File: src/rtl/uart_pkg.sv
// uart_pkg: shared state encoding and frame constants for the UART transmitter
package uart_pkg;
   typedef enum logic [1:0] {IDLE, START, DATA, STOP} uart_tx_state_t;
   localparam int DATA_BITS = 8;
   localparam int STOP_BITS = 1;
endpackage

File: src/rtl/uart_tx_fifo.sv
// uart_tx_fifo: show-ahead byte FIFO with wrap-bit pointers
module uart_tx_fifo #(
   parameter int WIDTH = 8,
   parameter int DEPTH = 4
) (
   input  logic                   clk,
   input  logic                   reset,
   input  logic                   push,
   input  logic                   pop,
   input  logic [WIDTH-1:0]       din,
   output logic [WIDTH-1:0]       head,
   output logic                   full,
   output logic                   empty,
   output logic [$clog2(DEPTH):0] level
);
   localparam int AW = $clog2(DEPTH);
   logic [WIDTH-1:0] mem [DEPTH];
   logic [AW:0] wr, rd;
   logic do_push, do_pop;
   assign level = wr - rd;
   assign full = level == (AW+1)'(DEPTH);
   assign empty = level == '0;
   assign do_push = push && !full;
   assign do_pop = pop && !empty;
   assign head = mem[rd[AW-1:0]];
   always_ff @(posedge clk or negedge reset)
      if (!reset) begin
         wr <= '0;
         rd <= '0;
      end else begin
         if (do_push) wr <= wr + 1'b1;
         if (do_pop) rd <= rd + 1'b1;
      end
   always_ff @(posedge clk)
      if (do_push) mem[wr[AW-1:0]] <= din;
endmodule

File: src/rtl/uart_tx.sv
// uart_tx: 8N1 serialiser with local bit timer, byte FIFO and line-idle detector
module uart_tx
   import uart_pkg::*;
#(
   parameter int CLKS_PER_BIT = 434,
   parameter int FIFO_DEPTH   = 4,
   parameter int IDLE_BITS    = 16
) (
   input  logic                        clk,
   input  logic                        reset,
   input  logic [7:0]                  tx_data,
   input  logic                        tx_valid,
   output logic                        tx_ready,
   output logic                        tx,
   output logic                        tx_busy,
   output logic [$clog2(FIFO_DEPTH):0] tx_level,
   output logic                        tx_idle
);
   localparam int CW = $clog2(CLKS_PER_BIT);
   localparam int IL = IDLE_BITS * CLKS_PER_BIT;
   localparam int IW = $clog2(IL + 1);
   uart_tx_state_t state;
   logic [CW-1:0] cnt;
   logic [2:0] idx;
   logic [7:0] shift, head;
   logic [IW-1:0] idle_cnt;
   logic full, empty, push, pop, period_end;
   assign tx_ready = !full;
   assign push = tx_valid && tx_ready;
   assign period_end = cnt == CW'(CLKS_PER_BIT - 1);
   // the head is popped when a frame can start: from IDLE, or straight out of a finishing stop bit
   assign pop = !empty && (state == IDLE || (state == STOP && period_end));
   assign tx_busy = state != IDLE;
   assign tx_idle = idle_cnt == IW'(IL);
   uart_tx_fifo #(.WIDTH(8), .DEPTH(FIFO_DEPTH)) fifo (
      .clk(clk), .reset(reset), .push(push), .pop(pop), .din(tx_data),
      .head(head), .full(full), .empty(empty), .level(tx_level)
   );
   always_ff @(posedge clk or negedge reset)
      if (!reset) begin
         state <= IDLE;
         cnt <= '0;
         idx <= '0;
         shift <= '0;
         tx <= 1'b1;
      end else begin
         cnt <= (state == IDLE || period_end) ? '0 : cnt + 1'b1;
         case (state)
            IDLE: if (pop) begin
               shift <= head;
               idx <= '0;
               tx <= 1'b0;
               state <= START;
            end
            START: if (period_end) begin
               tx <= shift[0];
               state <= DATA;
            end
            DATA: if (period_end) begin
               shift <= shift >> 1;
               idx <= idx + 1'b1;
               tx <= (idx == 3'(DATA_BITS - 1)) ? 1'b1 : shift[1];
               state <= (idx == 3'(DATA_BITS - 1)) ? STOP : DATA;
            end
            STOP: if (period_end) begin
               if (pop) begin
                  shift <= head;
                  idx <= '0;
                  tx <= 1'b0;
                  state <= START;
               end else state <= IDLE;
            end
         endcase
      end
   always_ff @(posedge clk or negedge reset)
      if (!reset) idle_cnt <= '0;
      else idle_cnt <= (push || state != IDLE || !empty) ? '0 : (tx_idle ? idle_cnt : idle_cnt + 1'b1);
endmodule

File: config.mk
export PLATFORM = sky130hd
export DESIGN_NAME = uart_tx
export DESIGN_NICKNAME = d
export VERILOG_FILES = /design/src/rtl/uart_pkg.sv /design/src/rtl/uart_tx_fifo.sv /design/src/rtl/uart_tx.sv
export SDC_FILE = /design/constraint.sdc
export NUM_CORES = 1
export LEC_CHECK = 0
export ABC_AREA = 1
export CELL_PAD_IN_SITES_DETAIL_PLACEMENT = 0
export CELL_PAD_IN_SITES_GLOBAL_PLACEMENT = 2
export CORE_AREA = 3 3 105 107
export CTS_BUF_LIST = sky130_fd_sc_hd__clkbuf_8
export CTS_CLUSTER_DIAMETER = 50
export CTS_CLUSTER_SIZE = 24
export DETAILED_ROUTE_END_ITERATION = 12
export DIE_AREA = 0 0 108 110
export HOLD_SLACK_MARGIN = 0.12
export PLACE_DENSITY = 0.79
export RECOVER_POWER = 50
export SETUP_SLACK_MARGIN = 0.4
export SLEW_MARGIN = 30
export SYNTH_ARGS = -nofsm -noshare
export SYNTH_HDL_FRONTEND = slang
export SYNTH_SLANG_ARGS = --single-unit
File: constraint.sdc
create_clock -name clk -period 2.3 [get_ports clk]
set_input_delay 0.345 -clock clk [delete_from_list [all_inputs] [get_ports clk]]
set_output_delay 0.345 -clock clk [all_outputs]
set_load 0.02 [all_outputs]
==> summary by stage <==
Final layout
With fillers left out, the area of the finished cells amounts to 0.00474 mm². The growth of design area from synthesis to finish is 29.5%. The final layout contains 470 nets. The repair_antennas step left the layout with diodes totalling 0. The fraction of layout instances using a drive strength above 1 is 27.4%.

Synth
The largest area contributor in the netlist is sky130_fd_sc_hd__dfrtp_1. Yosys attributes the largest share of cell area to sky130_fd_sc_hd__dfrtp_1 28%, sky130_fd_sc_hd__edfxtp_1 26%, sky130_fd_sc_hd__nand2_1 8.8%. For this run, the register share of the synthesized area comes to 55.0%. Synthesis produced a netlist whose cell count is 380.

The average cell area after synthesis is 9.63 µm². The number of nets in the synthesized netlist is 410. The share of async-settable or async-resettable flops after synthesis is 56.8%. The warning count from the yosys run is 0. In this run, synthesis produced a sequential element count of 74. Yosys mapped a number of flops with a built-in enable equal to 32. The top-area cell type share of the netlist area is 28.0%. In the synthesized netlist the dominant register cell turns out to be sky130_fd_sc_hd__dfrtp_1. The netlist area before placement is 0.00366 mm². The distinct cell type count of the synthesized netlist is 33.

STA
Setup repair after global routing could not meet its margin everywhere. The relative slew slack is -1.08%. The final-report hold violation count is 0.

Summed over all failing endpoints, the final setup total negative slack is 0 ns. The clock arrives with 0.00931 ns of skew. After layout, the worst setup slack is 0.122 ns.

The worst path uses 94.7% of the clock period. The final count of pins violating max slew came to 28. The smallest clock period supported by the final layout is computed as 2.18 ns. Based on the critical path, the design can be clocked at up to 459 MHz.

Setup violations remaining at the end of the flow were counted as 0. The pin slew with the least headroom to its limit is 1.52 ns.

Setup path
Of all nets on the critical path, the largest fanout is 2. The largest incremental delay on the critical path is 0.56 ns. The critical path capture point type is a primary output. STA puts the critical path data arrival time at 1.83 ns. The kind of cell with the highest combined delay on the critical path is adder cells. The critical path contains buffers and inverters numbering 2 combined. In this run the critical register-to-register path is launched from fifo.rd[0].

The critical path goes through ha_4, fa_2, nand2_2, inv_4, nand2_8, buf_6. The launching instance or port of the critical path is fifo.rd[0]. The start-to-end type of the worst setup path is register to primary output. Among all stages on the critical path, the largest delay is contributed by sky130_fd_sc_hd__fa_2. The kind of start point of the critical path is a register. For the worst setup path, the data required time is 1.96 ns.

Detailed routing
The first detailed-routing pass took 4 iterations. The count of nets left with antenna violations after detail routing is 0. The highest routing layer actually used is met4. The number of vias per cell is 4.68.

The number of DRC violations after detailed routing is 0. The routed length on met1 is 3880 µm. The met3 wire length is 198 µm.

The via count is 2,721. After detailed routing, the average wire length per cell comes to 13.5 µm. The routed design has 7830 µm of wire.

In the detailed route, the total length drawn on met2 is 3670 µm. After the first detailed-routing iteration, the DRC count stood at 165.

Power
The ratio of total power to cell area is 807 mW/mm². The maximum resistive drop on vdd is 0.885 mV. The leakage power is 2.04 nW.

Floorplan
The floorplan step defined a die boundary enclosing 0.0119 mm². The floorplan step set the die width to 108 µm. The core area is 0.0102 mm². For this design the top-level I/O count stands at 18. The die outline height is 110 µm. The row count is 37. The initial cell density of the core is 35.8%.

Min path
The worst hold path begins at tx. The worst min-delay path category is register to register.

Placement
The HPWL after detailed placement is 5040 µm. The post-place instance area is 0.00408 mm². The minimum setup slack after placement is 0.0498 ns. The number of input and output port buffers inserted is 17. The weighted congestion reported at the end of routability-driven placement is 0.758.

Clocking
The number of clock sinks seen by CTS is 74. After clock tree synthesis, the clock-pin slew on the worst setup and hold paths is 0.08 ns. The clock passes through at most 2 buffers. In this run the clock root is driven by a sky130_fd_sc_hd__clkbuf_8. TritonCTS created 9 clock buffers.

The H-tree was split into 3 levels. The CTS tree is built. The later pin in the worst-skew pair is clocked with a latency of 0.35 ns.

Global routing
The number of antenna violations at the first check in global routing is 0. The total global routing overflow is 0. Entering global routing, the biggest net connects 28 pins. The number of global-route vias before repair came to 2,738. The first global-routing pass estimated 13,200 µm of wire. Global routing used 14.4% of the available tracks across all layers.

Outcome
The flow ran to the end, but the final reports show violations. The final reports fail on capacitance limit, slew limit.

Run
Max-cap violations in this run came to 1.
==> synth_stat cells (3+ instances only) <==
| library cell | instances |
|---|---|
| sky130_fd_sc_hd__edfxtp_1 | 32 |
| sky130_fd_sc_hd__buf_6 | 3 |
| sky130_fd_sc_hd__nand3_1 | 17 |
| sky130_fd_sc_hd__ha_1 | 18 |
| sky130_fd_sc_hd__nor3_2 | 3 |
| sky130_fd_sc_hd__nand2_1 | 86 |
| sky130_fd_sc_hd__o22ai_1 | 7 |
| sky130_fd_sc_hd__nor3_1 | 15 |
| sky130_fd_sc_hd__xor2_1 | 8 |
| sky130_fd_sc_hd__nor2_1 | 41 |
| sky130_fd_sc_hd__a21oi_1 | 9 |
| sky130_fd_sc_hd__nor2_2 | 3 |
| sky130_fd_sc_hd__nand4_1 | 4 |
| sky130_fd_sc_hd__dfrtp_1 | 41 |
| sky130_fd_sc_hd__o21ai_0 | 15 |
| sky130_fd_sc_hd__nand2_2 | 7 |
| sky130_fd_sc_hd__nand3_2 | 11 |
| sky130_fd_sc_hd__inv_1 | 43 |
==> cell usage in the layout (no fill, tap or decap), drive strengths merged, types with 2 or more instances in the layout <==
| master | Yosys | final |
|---|---|---|
| nand2 | 93 | 93 |
| inv | 44 | 46 |
| nor2 | 45 | 45 |
| dfrtp | 41 | 41 |
| buf | 5 | 39 |
| edfxtp | 32 | 32 |
| nand3 | 28 | 28 |
| ha | 18 | 18 |
| nor3 | 18 | 18 |
| o21ai | 17 | 17 |
| clkbuf | 1 | 11 |
| a21oi | 10 | 10 |
| dlygate4sd3 | 0 | 9 |
| xor2 | 8 | 8 |
| o22ai | 7 | 7 |
| nand4 | 4 | 4 |
| or2 | 3 | 4 |
| clkinv | 0 | 3 |
| bufinv | 0 | 2 |
| clkdlybuf4s50 | 0 | 2 |
==> kinds of logic after synthesis <==
logic type	synth area share, %
compound gates	5.64
xor+xnor	1.92
flops	55.0
buf+inv	5.81
fa+ha+maj	6.70
simple gates	24.9
==> metrics by stage <==
step | hold WS, ns | cells | util, % | total power, mW
3_3_place_gp | 0.417 | 535 | 39.9 | 2.36
4_1_cts | 0.483 | 575 | 45.2 | 3.72
6_report | 0.474 | 581 | 46.3 | 3.82
3_5_place_dp | 0.420 | 535 | 39.9 | 2.37
2_1_floorplan | 0.0494 | 380 | - | 2.11
5_1_grt | 0.521 | 581 | 46.3 | 4.02
==> tightest hold or removal path, cell delays in order (launching register included) <==
cell	delay, ns
sky130_fd_sc_hd__dfstp_2	0.38
sky130_fd_sc_hd__nand2_1	0.06
sky130_fd_sc_hd__nand2_1	0.04
==> area by class of cell <==
cell class                 instances  area (µm²)
tap                              136         170
clock inverter                     7         101
fill                             948        5490
clock buffer                       9         124
multi-input combinational        257        1630
inverter                          44         168
sequential                        74        2010
timing repair buffer              54         529
==> sequential cells by signal, summed over array words and instances (netlist names), 2 cells and up <==
register	cells
state	2
cnt	9
idx	3
fifo.wr	3
fifo.mem	32
fifo.rd	3
idle_cnt	13
shift	8
==> final timing paths <==
path / to / slack (ns) / cells past startpoint
max in group asynchronous: tx / 0.41 / 3
hold / removal: tx / 0.47 / 2
setup reg to reg: shift[2] / 0.20 / 11
hold reg to reg: tx / 0.47 / 2
min in group asynchronous: cnt[7] / 0.90 / 2
setup / recovery: tx_ready / 0.12 / 6
==> metal layers <==
layer,GRT usage (%),vias to the layer above
li1,-,1371
met1,20.1,1306
met2,22.5,38
met3,2.97,6
met4,4.87,0
met5,0,-
==> where the power goes <==
| part | switching, mW | internal (mW) | leakage [nW] | total, mW |
|---|---|---|---|---|
| Clock | 0.523 | 0.623 | 0.113 | 1.15 |
| Sequential | 0.0454 | 1.54 | 0.830 | 1.58 |
| Combinational | 0.607 | 0.485 | 1.10 | 1.09 |
| Total | 1.18 | 2.65 | 2.04 | 3.82 |
==> what timing repair did <==
action	in CTS	in global routing
setup buffers	21	6
hold endpoints to repair	25	0
cloned	2	0
setup endpoints to repair	68	70
pin swaps	8	17
hold buffers	1	0
resized for setup	52	25
Note: power is estimated with default switching activity, not from simulation.
